[config.mk]
export PLATFORM = sky130hd
export DESIGN_NAME = fetch_unit
export DESIGN_NICKNAME = d
export VERILOG_FILES = /design/src/rtl/fetch_unit.sv
export SDC_FILE = /design/constraint.sdc
export NUM_CORES = 1
export LEC_CHECK = 0
export BUFFER_PORTS_ARGS = -buffer_cell sky130_fd_sc_hd__buf_2
export CAP_MARGIN = 20
export CORE_MARGIN = 2
export CORE_UTILIZATION = 35
export DETAILED_ROUTE_END_ITERATION = 7
export PLACE_DENSITY = 0.71
export SLEW_MARGIN = 20
export SYNTH_ARGS = -nofsm -noshare
export SYNTH_HDL_FRONTEND = slang
export SYNTH_SLANG_ARGS = --single-unit
[constraint.sdc]
create_clock -name clk -period 4.4 [get_ports clk]
set_input_delay 0.88 -clock clk [delete_from_list [all_inputs] [get_ports clk]]
set_output_delay 0.88 -clock clk [all_outputs]
set_load 0.05 [all_outputs]
[src/rtl/fetch_unit.sv]
// Instruction-fetch stage: owns the PC, keeps at most one request in flight to
// instruction memory, and holds the fetched instruction for the controller.
module fetch_unit #(
   parameter int unsigned        XLEN      = 32,
   parameter logic [XLEN-1:0]    RESET_PC  = '0,
   parameter logic [31:0]        NOP_INSTR = 32'h0000_0013
) (
   input  logic            clk,
   input  logic            reset,
   input  logic            PCSrc,
   input  logic [XLEN-1:0] PCTarget,
   input  logic            stall,
   output logic            imem_req,
   output logic [XLEN-1:0] imem_addr,
   input  logic            imem_rvalid,
   input  logic [31:0]     imem_rdata,
   output logic [31:0]     Instr,
   output logic [6:0]      op,
   output logic [2:0]      funct3,
   output logic            funct7b5,
   output logic            instr_valid,
   output logic [XLEN-1:0] PC,
   output logic [XLEN-1:0] PCPlus4,
   output logic            misaligned,
   output logic [31:0]     icount
);

   typedef enum logic [1:0] {S_IDLE, S_FETCH, S_WAIT, S_ISSUE} state_t;

   state_t          state_q, state_d;
   logic [XLEN-1:0] pc_q, pc_d;
   logic [31:0]     instr_q, instr_d;
   logic [31:0]     icount_q, icount_d;
   logic            instr_valid_q, instr_valid_d;
   logic            imem_req_q, imem_req_d;
   logic            misaligned_q, misaligned_d;
   logic [XLEN-1:0] pc_plus4;
   logic            retire;

   assign pc_plus4 = pc_q + XLEN'(4);
   assign retire   = (state_q == S_ISSUE) && !stall;

   always_ff @(posedge clk or posedge reset) begin
      if (reset) begin
         state_q <= S_IDLE;
      end else begin
         state_q <= state_d;
      end
   end

   always_comb begin
      state_d = state_q;
      unique case (state_q)
         S_IDLE:  state_d = S_FETCH;
         S_FETCH: state_d = S_WAIT;
         S_WAIT:  if (imem_rvalid) state_d = S_ISSUE;
         S_ISSUE: if (!stall) state_d = S_FETCH;
      endcase
   end

   // Registered outputs are computed from the next state so they line up with it.
   always_comb begin
      pc_d          = pc_q;
      instr_d       = instr_q;
      icount_d      = icount_q;
      misaligned_d  = 1'b0;
      imem_req_d    = (state_d == S_FETCH);
      instr_valid_d = (state_d == S_ISSUE);
      if ((state_q == S_WAIT) && imem_rvalid) begin
         instr_d = imem_rdata;
      end
      if (retire) begin
         icount_d     = icount_q + 32'd1;
         pc_d         = PCSrc ? {PCTarget[XLEN-1:2], 2'b00} : pc_plus4;
         instr_d      = NOP_INSTR;
         misaligned_d = PCSrc && (PCTarget[1:0] != 2'b00);
      end
   end

   always_ff @(posedge clk or posedge reset) begin
      if (reset) begin
         pc_q          <= RESET_PC;
         instr_q       <= NOP_INSTR;
         icount_q      <= '0;
         instr_valid_q <= 1'b0;
         imem_req_q    <= 1'b0;
         misaligned_q  <= 1'b0;
      end else begin
         pc_q          <= pc_d;
         instr_q       <= instr_d;
         icount_q      <= icount_d;
         instr_valid_q <= instr_valid_d;
         imem_req_q    <= imem_req_d;
         misaligned_q  <= misaligned_d;
      end
   end

   assign imem_req    = imem_req_q;
   assign imem_addr   = pc_q;
   assign PC          = pc_q;
   assign PCPlus4     = pc_plus4;
   assign Instr       = instr_q;
   assign op          = instr_q[6:0];
   assign funct3      = instr_q[14:12];
   assign funct7b5    = instr_q[30];
   assign instr_valid = instr_valid_q;
   assign misaligned  = misaligned_q;
   assign icount      = icount_q;

endmodule

==> flow_summary_export.csv <==
group,metric,value,unit
grt,grt_max_degree,52,
floorplanning,die_x,128,microns
timing,tightest_slew,0.978,ns
timing,rsz0062_at_grt,"no",
finish,layout-drive-gt1-share,39.9,%
cts,cts.repair.resized,0,
status,outcome,"finished clean",
timing,hold_viol,0,
finish,fin_cells,913,
worst_setup_path,worst_r2r_endpoint,"PC[29]",
floorplanning,io_pins,243,
yosys,netlist.area_leader.share,44.3,%
finish,nets,790,
cts,clock_latency,0.35,ns
timing,post-route-min-period,3.65,ns
min_path,hp-class,"reg2reg",
grt,grtUsageTotal,17.5,%
floorplanning,die_h,128,microns
worst_setup_path,r2r_cells,5,
worst_setup_path,crit_start,"PC[6]",
detailed_routing,routed_wl,14.8,mm
place,dp_cells,896,
worst_setup_path,path_class,"reg2out",
cts,cts-root-buf,"clkbuf_16",
grt,antenna_found_initial,1,
detailed_routing,drt_first_iter_violations,230,
cts,cts_buffer_depth,2,
place,io_buffer_count,236,
cts,h-tree-depth,3,
worst_setup_path,rrSetupSlack,2.05,ns
cts,cts_setup_buffers,0,
floorplanning,start_util,35.8,%
yosys,synthTopCellsByCount,"dfrtp_1 (96), buf_4 (48), xnor2_1 (44), nand2_1 (36), nand3_1 (33)",
worst_setup_path,crit_arrival,2.77,ns
yosys,yosys.cell_count.top_type,"dfrtp_1",
grt,overflow,0,
floorplanning,core_area,0.0151,sq mm
yosys,syn_area,0.00542,sq mm
yosys,ys.flop_type,"dfrtp_1",
detailed_routing,avgRoutedWirePerCell,16.2,microns
detailed_routing,remaining_drc_errors,0,
timing,timing.final.crit_share,83.0,%
cts,cts_buffers,9,
yosys,synth.distinct_cells,54,
detailed_routing,firstDrtPassIters,4,
timing,clock-skew-final,0.00826,ns
worst_setup_path,crit_required,3.52,ns
place,dpl.hpwl,10.7,mm
timing,maxSlewHeadroom,34.7,%
yosys,ys_seq_area_share,45.8,%
yosys,synth_area_leaders,"dfrtp_1 (44%), xnor2_1 (7.1%), buf_4 (6.6%)",
yosys,yosysWarnings,0,
floorplanning,design.die.area,0.0165,sq mm
timing,slew_viol_final,0,
worst_setup_path,critical_path.endpoint_type,"output pin",
cts,cts.sinks,99,
min_path,worstHoldStart,"icount[19]",
yosys,syn_inst,538,
job,max-cap-violations,0,
detailed_routing,vias,4676,
worst_setup_path,crit_end,"PCPlus4[29]",
worst_setup_path,path_max_fanout,11,
min_path,holdPathStages,1,
detailed_routing,ant_nets,0,
grt,grt_pass1_vias,4227,
yosys,async_flop_share,100,%
worst_setup_path,r2r_start,"PC[6]",
worst_setup_path,startpoint_type,"flip-flop",
cts,cts_hold_buf,0,
floorplanning,num_rows,45,
detailed_routing,via_per_inst,5.12,
cts,path_clk_slew,0.07,ns
yosys,yosysTopAreaCell,"dfrtp_1",
place,gp_congestion,0.758,
timing,setup_viol,0,
yosys,synth.avg_cell_area,10.1,sq um
timing,fmax,274,MHz
grt,grt_pass1_wl,22.8,mm
cts,cts_tree,"yes",
finish,area_delta_synth_final,24.6,%
yosys,synth-seq-cells,99,
yosys,synth_edf_count,0,
timing,finalSetupTns,0,ns
-- worst min-delay path by stage --
stage / end / slack [ns]
3_5_place_dp: Instr[16] / 0.48
5_1_grt: icount[31] / 0.50
4_1_cts: icount[19] / 0.49
6_report: icount[19] / 0.48
3_3_place_gp: icount[31] / 0.47
2_1_floorplan: state_q[0] / 0.51
-- logic make-up (layout without fill, tap and decap cells) --
| logic type | Yosys count | in the layout | synth area share (%) |
|---|---|---|---|
| muxes | 4 | 4 | 0.739 |
| adders and majority gates | 2 | 2 | 0.462 |
| xor gates and xnor gates | 59 | 59 | 9.53 |
| and+or+nand+nor | 180 | 180 | 20.3 |
| DFF | 99 | 99 | 45.8 |
| buffers and inverters | 87 | 268 | 9.55 |
| AOI/OAI and AO/OA | 106 | 106 | 13.6 |
| other | 1 | 7 | 0.0692 |
-- flip-flops by register name, summed over array words and instances, names as in the netlist --
register / flops
PC: 30
Instr: 32
icount: 32
state_q: 2
imem_req: 1
misaligned: 1
instr_valid: 1
-- layout make-up --
type / count / area (sq um)
Sequential cell: 99 / 2480
Clock inverter: 5 / 85.1
Tap cell: 188 / 235
Timing Repair Buffer: 243 / 1240
Multi-Input combinational cell: 357 / 2450
Clock buffer: 11 / 233
Inverter: 9 / 36.3
Fill cell: 1492 / 8390
Antenna cell: 1 / 2.50
-- cell usage in the layout, fill, tap and decap left out, types with 4 or more instances in the layout --
| master | n |
|---|---|
| nor4_4 | 4 |
| nor2b_1 | 4 |
| nor2_2 | 6 |
| dfrtp_1 | 96 |
| buf_2 | 236 |
| conb_1 | 6 |
| xnor2_1 | 44 |
| nand2_1 | 36 |
| clkbuf_16 | 9 |
| nor2_1 | 22 |
| o21ai_0 | 25 |
| mux2i_1 | 4 |
| a21oi_1 | 14 |
| nand3_1 | 33 |
| nor3_1 | 11 |
| a22oi_1 | 4 |
| xor2_1 | 15 |
| and3_1 | 12 |
| nand4_1 | 14 |
| buf_4 | 6 |
| a2bb2oi_1 | 5 |
| and4_1 | 5 |
| and2_1 | 8 |
| a31oi_1 | 6 |
| o22a_1 | 7 |
| a22o_1 | 29 |
| inv_1 | 8 |
| o22ai_1 | 6 |
| o21a_1 | 5 |
-- critical path, stage by stage (launching register included) --
cell	delay, ns
dfrtp_1	0.54
nand4_4	0.22
nor3b_2	0.69
nand4_1	0.43
xnor2_1	0.25
buf_2	0.29
-- per-layer routing --
metal	up-vias	routed length [microns]	GRT usage [%]	share of wire, %
met5	-	0	0	0
met4	0	214	5.88	1.4
met3	18	920	3.87	6.2
met2	191	6890	28.3	47
met1	2249	6760	23.4	46
li1	2218	-	-	-
-- metrics by stage --
stage | cell area, sq um | setup WS, ns | utilization, % | hold WS (ns)
3_3_place_gp | 6420 | 1.20 | 42.4 | 0.471
3_5_place_dp | 6440 | 1.11 | 42.5 | 0.477
6_report | 6760 | 0.748 | 44.6 | 0.482
4_1_cts | 6750 | 0.728 | 44.6 | 0.487
5_1_grt | 6750 | 0.617 | 44.6 | 0.501
2_1_floorplan | 5440 | 0.906 | - | 0.505
Power is left out: the tool's default activity adds up to more than one toggle a clock period on the data nets, which glitch-free logic cannot reach.
